<file path="src/rtl/iecdrv_sd_arbiter.sv">
// rtl/iecdrv_sd_arbiter.sv - round-robin multiplexer of per-drive sector requests onto one host SD channel
module iecdrv_sd_arbiter #(
    parameter int NDR     = 2,
    parameter int TO_BITS = 24
) (
    input  logic              clk_sys,
    input  logic              reset,
    input  logic [NDR-1:0]    drv_rst,
    input  logic [32*NDR-1:0] drv_lba,
    input  logic [NDR-1:0]    drv_rd,
    input  logic [NDR-1:0]    drv_wr,
    output logic [NDR-1:0]    drv_ack,
    input  logic [8*NDR-1:0]  drv_buff_din,
    output logic [31:0]       host_lba,
    output logic              host_rd,
    output logic              host_wr,
    input  logic              host_ack,
    output logic [7:0]        host_buff_din,
    output logic [1:0]        grant,
    output logic              busy,
    output logic              timeout
);

    typedef enum logic [1:0] {IDLE, REQ, XFER, DONE} state_t;

    state_t             state;
    logic [1:0]         last;
    logic [TO_BITS-1:0] cnt;
    logic [NDR-1:0]     elig;
    logic               pick_valid;
    logic [1:0]         pick_idx;
    logic               pick_rd;
    logic [31:0]        pick_lba;
    logic               grant_rst;

    // A drive held in reset never competes, even with a stale request line
    assign elig = (drv_rd | drv_wr) & ~drv_rst;

    // Scan from one past the last owner; the nearest eligible drive wins (later k overwritten by nearer k)
    always_comb begin
        pick_valid = 1'b0;
        pick_idx   = '0;
        pick_rd    = 1'b0;
        pick_lba   = '0;
        for (int k = NDR; k >= 1; k--) begin
            for (int i = 0; i < NDR; i++) begin
                if (i == (int'(last) + k) % NDR && elig[i]) begin
                    pick_valid = 1'b1;
                    pick_idx   = 2'(i);
                    pick_rd    = drv_rd[i];
                    pick_lba   = drv_lba[32*i +: 32];
                end
            end
        end
    end

    // Steering back to the owner; ack stays combinational so the first buffer write lines up with the host ack
    always_comb begin
        grant_rst     = 1'b0;
        host_buff_din = '0;
        drv_ack       = '0;
        for (int i = 0; i < NDR; i++) begin
            if (grant == 2'(i)) begin
                grant_rst     = drv_rst[i];
                host_buff_din = drv_buff_din[8*i +: 8];
                drv_ack[i]    = host_ack & ((state == REQ) | (state == XFER)) & ~drv_rst[i];
            end
        end
    end

    // Channel ownership FSM with registered host-side outputs
    always_ff @(posedge clk_sys or posedge reset) begin
        if (reset) begin
            state    <= IDLE;
            grant    <= '0;
            last     <= 2'(NDR - 1);
            host_lba <= '0;
            host_rd  <= 1'b0;
            host_wr  <= 1'b0;
            busy     <= 1'b0;
            timeout  <= 1'b0;
            cnt      <= '0;
        end else begin
            timeout <= 1'b0;
            case (state)
                IDLE: begin
                    if (pick_valid) begin
                        grant    <= pick_idx;
                        host_lba <= pick_lba;
                        host_rd  <= pick_rd;
                        host_wr  <= ~pick_rd;
                        cnt      <= '0;
                        busy     <= 1'b1;
                        state    <= REQ;
                    end
                end
                REQ: begin
                    if (host_ack) begin
                        host_rd <= 1'b0;
                        host_wr <= 1'b0;
                        state   <= XFER;
                    end else if (grant_rst) begin
                        // Withdrawn before the host took it: no DONE, last owner unchanged
                        host_rd <= 1'b0;
                        host_wr <= 1'b0;
                        busy    <= 1'b0;
                        state   <= IDLE;
                    end else if (&cnt) begin
                        host_rd <= 1'b0;
                        host_wr <= 1'b0;
                        timeout <= 1'b1;
                        state   <= DONE;
                    end else begin
                        cnt <= cnt + 1'b1;
                    end
                end
                XFER: begin
                    // The host owns the transfer; a drive reset only masks its ack
                    if (!host_ack) begin
                        state <= DONE;
                    end
                end
                DONE: begin
                    // Gives the drive a cycle to drop its request before the next scan
                    last  <= grant;
                    busy  <= 1'b0;
                    state <= IDLE;
                end
                default: state <= IDLE;
            endcase
        end
    end

endmodule

</file>
<file path="config.mk">
export PLATFORM = sky130hd
export DESIGN_NAME = iecdrv_sd_arbiter
export DESIGN_NICKNAME = d
export VERILOG_FILES = /design/src/rtl/iecdrv_sd_arbiter.sv
export SDC_FILE = /design/constraint.sdc
export NUM_CORES = 1
export LEC_CHECK = 0
export ABC_AREA = 1
export BUFFER_PORTS_ARGS = -buffer_cell sky130_fd_sc_hd__buf_2
export CAP_MARGIN = 40
export CORE_MARGIN = 2
export CORE_UTILIZATION = 41
export DETAILED_ROUTE_END_ITERATION = 10
export PLACE_DENSITY = 0.71
export SYNTH_ARGS = -nofsm -noshare
export SYNTH_HDL_FRONTEND = slang
export SYNTH_SLANG_ARGS = --single-unit
</file>
<file path="constraint.sdc">
create_clock -name clk_sys -period 2.3 [get_ports clk_sys]
set_input_delay 0.69 -clock clk_sys [delete_from_list [all_inputs] [get_ports clk_sys]]
set_output_delay 0.69 -clock clk_sys [all_outputs]
set_load 0.02 [all_outputs]
</file>
Word-level counts from Yosys, hierarchy flattened
Index checks and enable logic that the tools add are counted.
- flip-flop bits (word level): 65
- input bits: 89
- output and inout port bits: 48
- logic and storage cells: 100
- add/subtract/negate cells: 3
- eq/ne operators: 13
- multiplexer cells: 47
- bitwise logic cells: 12
- reductions and logical operators: 16
- operators by type and width (operator ; number):
    $mux W32 ; 4
    $mux W24 ; 4
    $logic_not A32 Y1 ; 2
    $pmux W24 S2 ; 1
    $mux W1 ; 25
    $add A24 B1 Y24 const B ; 1
    $reduce_and A24 Y1 ; 1
    $mux W8 ; 2
    $mux W2 ; 7
    $ne A2 B2 Y1 const B ; 6
    $pmux W2 S4 ; 1
    $reduce_and A3 Y1 ; 2
    $reduce_and A5 Y1 ; 1
    $eq A2 B1 Y1 const B ; 2
    $eq A2 B2 Y1 const A ; 2
    $eq A2 B2 Y1 const B ; 2
    $logic_and A1 B1 Y1 ; 4
    $logic_not A2 Y1 ; 2
    $ne A4 B3 Y1 const B ; 1
    $pmux W1 S2 ; 2
    $reduce_and A4 Y1 ; 1
    $and A1 B1 Y1 ; 3
    $not A1 Y1 ; 3
    $pmux W1 S3 ; 1
    9 further kinds ; 11

Longest topological paths before layout
- word-level depth: 11
- mapped depth: 11

Worst setup path after synthesis
Ideal clock, no wire load.
- path type: register to output
- from: reg state[0]
- to: out drv_ack[0]
- arrival time: 1306 ps
- required time: 1610 ps
- path slack: 304 ps
- stages on the path, launching flop included: 5
- path buffers: 0
- cell sequence: dfrtp_1 -> inv_1 -> ha_1 -> nand2_1 -> nor3_1
- word-level cells in the longest chain between the ends: 5
- elaborated cells between the ends (all ways): 6
- RTL lines (item ; RTL line ; source):
    start, declared ; 26 ; state_t state;
    start signal, assigned ; 74 ; state <= IDLE;
    start signal, assigned ; 94 ; state <= REQ;
    start signal, assigned ; 101 ; state <= XFER;
    $eq A2 B1 Y1 / $eq A2 B2 Y1 (equally long branches) ; 66 ; drv_ack[i] = host_ack & ((state == REQ) | (state == XFER)) & ~drv_rst[i];
    $or A1 B1 Y1 * ; 66 ;
    $and A1 B1 Y1 * (2 in a row) ; 66 ;
    $mux W1 * ; 63 ; if (grant == 2'(i)) begin
    end, declared ; 12 ; output logic [NDR-1:0] drv_ack,
Mark *: on every way between the ends. The rest lies on a longest branch, timed or not.

Final worst setup path
Ends and elaborated chain as after synthesis.

==> results.json <==
{
  "fill_cells": 908,
  "drive_gt1_share_pct": 27.7,
  "detail-route-antenna-nets": 0,
  "power_density_nw_per_um2": 1090,
  "crit_arrival_ns": 1.52,
  "totalWireLength_mm": 10.5,
  "multiInputGateArea_um2": 1980,
  "dpl.hpwl_mm": 7.62,
  "fin_hold_ws_ns": 0.394,
  "ys_types": 32,
  "ys_top_cells_by_area": "dfrtp_1 (41%), nand2_1 (23%), nand3_1 (10%)",
  "required_ns": 1.61,
  "grt_use_total_pct": 21.0,
  "async_reset_ff_share_pct": 100,
  "die_h_um": 100,
  "cp.depth": 5,
  "ios": 137,
  "drtIter0Drc": 288,
  "path_buf_inv": 2,
  "postLayoutCoreUtil_pct": 53.5,
  "slowest_delay_ns": 0.41,
  "dieArea_um2": 10100,
  "maxCapViolations": 0,
  "cp_cell_sequence": "inv_1 > ha_1 > nand2_1 > nor3_2 > buf_2",
  "antenna_found_initial": 0,
  "maxSlewViolCount": 0,
  "tightest_slew_ns": 0.535,
  "rsz0062_at_grt": "false",
  "yosysTopAreaCellShare_pct": 41.4,
  "grt_pass1_vias": 3746,
  "die_w_um": 100,
  "timing_hold_violations_final": 0,
  "fin_area_um2": 4870,
  "yosysWarnings": 0,
  "leakage_uw": 0.00250,
  "path_delay_family": "flip-flops",
  "drt-vias-per-instance": 4.91,
  "worstSkewPairLatency_ns": 0.34,
  "start_kind": "flop",
  "grt-ovfl-total": 0,
  "fin_crit_ns": 2.21,
  "max-vdd-ir-drop_mv": 0.561,
  "fmax_mhz": 453,
  "path_max_fanout": 5,
  "coreArea_um2": 9110,
  "skew_ns": 0.00935,
  "cts_tree": "yes",
  "drc_errors": 0,
  "n_antenna_cell": 0,
  "rows": 35,
  "cts_buffers": 9,
  "stdcell_count": 809,
  "start_util_pct": 41.8,
  "cpMaxStageDelayCell": "dfrtp_2",
  "grt_pass1_wl_mm": 16.9,
  "clock_sinks": 64,
  "fin_crit_sh_pct": 96.0,
  "root_buffer": "clkbuf_8",
  "synth_seq_area_share_pct": 42.1,
  "slew_headroom_pct": 64.3,
  "grt_max_degree": 65,
  "synth_edf_count": 0,
  "drt-pass1-iter-count": 4,
  "postSynthCellCount": 554,
  "seqCellArea_um2": 1610,
  "routedWlPerCell_um": 13.0,
  "cts_buffer_depth": 2,
  "synth_commonest_cells": "nand2_1 (237), nand3_1 (77), dfrtp_1 (63)",
  "place_congestion": 0.894,
  "area_delta_synth_final_pct": 28.0,
  "placed_cell_area_um2": 4610,
  "fin_nets": 788,
  "yosys_most_used_dff": "dfrtp_1",
  "dp_cells": 790,
  "synth.most_common_cell": "nand2_1",
  "worstSetupPathType": "reg2out",
  "cp-end-kind": "output port",
  "finalSetupViolations": 0,
  "synth_nets": 649,
  "outcome": "completed",
  "hold_path_class": "in2async",
  "numPortBuffers": 135,
  "syn_area_um2": 3810,
  "yosysTopAreaCell": "dfrtp_1",
  "worst_r2r_path_depth": 10,
  "vias": 3973,
  "avgSynthCellArea_um2": 6.87,
  "cts_max_level": 3,
  "path_clk_slew_ns": 0.07,
  "synth-seq-cells": 64
}
## flip-flops by register name (all words and copies together), names as in the netlist, named ones only
register	flops
host_rd	1
state	1
busy	1
host_lba	32
host_wr	1
timeout	1
cnt	24
grant	1
last	1
## power breakdown
group	internal (uW)	switching (uW)	leakage (uW)
Sequential	1460	212	0.000836
Clock	645	454	0.000111
Combinational	820	1710	0.00155
## repair_timing
item,4_1_cts,5_1_grt
setup buffers,0,2
resized for setup,1,4
setup endpoints to repair,1,27
hold buffers,0,0
cloned,0,1
## metal layers
layer / up-vias / track usage (%) / wire length, um
li1: 2011 / - / -
met1: 1819 / 27.0 / 4490
met2: 128 / 34.4 / 5160
met3: 15 / 5.64 / 723
met4: 0 / 6.95 / 154
met5: - / 0 / 0
## worst reg2reg max path, delay by kind of cell (launching register included)
| family | cells | cell delay (ns) |
|---|---|---|
| and+or+nand+nor | 8 | 1.23 |
| DFF | 1 | 0.38 |
| adders and majority gates | 1 | 0.25 |
| AOI/OAI and AO/OA | 1 | 0.05 |
## cell families after synthesis
| family | after synthesis | synth area share (%) |
|---|---|---|
| AOI/OAI and AO/OA | 23 | 3.85 |
| xor gates and xnor gates | 9 | 2.07 |
| adders and majority gates | 6 | 1.97 |
| buffers and inverters | 55 | 6.31 |
| DFF | 64 | 42.1 |
| other | 1 | 0.0985 |
| and+or+nand+nor | 396 | 43.6 |
## worst paths after layout
check                                        startpoint                  endpoint  slack, ns
max in group asynchronous                         reset       cnt[13]$_DFFE_PP0P_       1.58
worst max register to register       cnt[1]$_DFFE_PP0P_        cnt[7]$_DFFE_PP0P_       0.26
worst min-delay path                              reset  host_lba[30]$_DFFE_PP0P_       0.39
min in group clk_sys            host_lba[5]$_DFFE_PP0P_   host_lba[5]$_DFFE_PP0P_       0.49
worst min register to register  host_lba[5]$_DFFE_PP0P_   host_lba[5]$_DFFE_PP0P_       0.49
worst max-delay path               state[0]$_DFFE_PP0P_                drv_ack[0]       0.09
## per-stage QoR
step | worst slack, ns | TNS, ns | power, uW
after global placement | 0.0320 | 0 | 4090
after floorplan | 0.0136 | 0 | 3360
after CTS | 0.0207 | 0 | 5250
after global routing | 0.00192 | 0 | 5680
after detailed placement | -0.0269 | -0.0284 | 4140
final | 0.0924 | 0 | 5300
## area by class of cell
type,count,area share [%]
Timing Repair Buffer,147,16.2
Multi-Input combinational cell,436,40.6
Tap cell,111,2.85
Clock inverter,4,1.59
Clock buffer,12,2.98
Inverter,35,2.77
Sequential cell,64,32.9
## placed cells by master (no fill, tap or decap), drive strengths merged
cell / count
nand2: 246
buf: 147
nand3: 78
nor2: 65
dfrtp: 63
inv: 34
o21ai: 16
clkbuf: 12
xnor2: 8
ha: 6
a21oi: 5
nand4: 4
clkinv: 2
bufinv: 2
or2: 2
nor3: 2
o21bai: 1
clkinvlp: 1
xor2: 1
o31ai: 1
conb: 1
dfstp: 1
No activity file was read; power rests on OpenSTA's default activity.
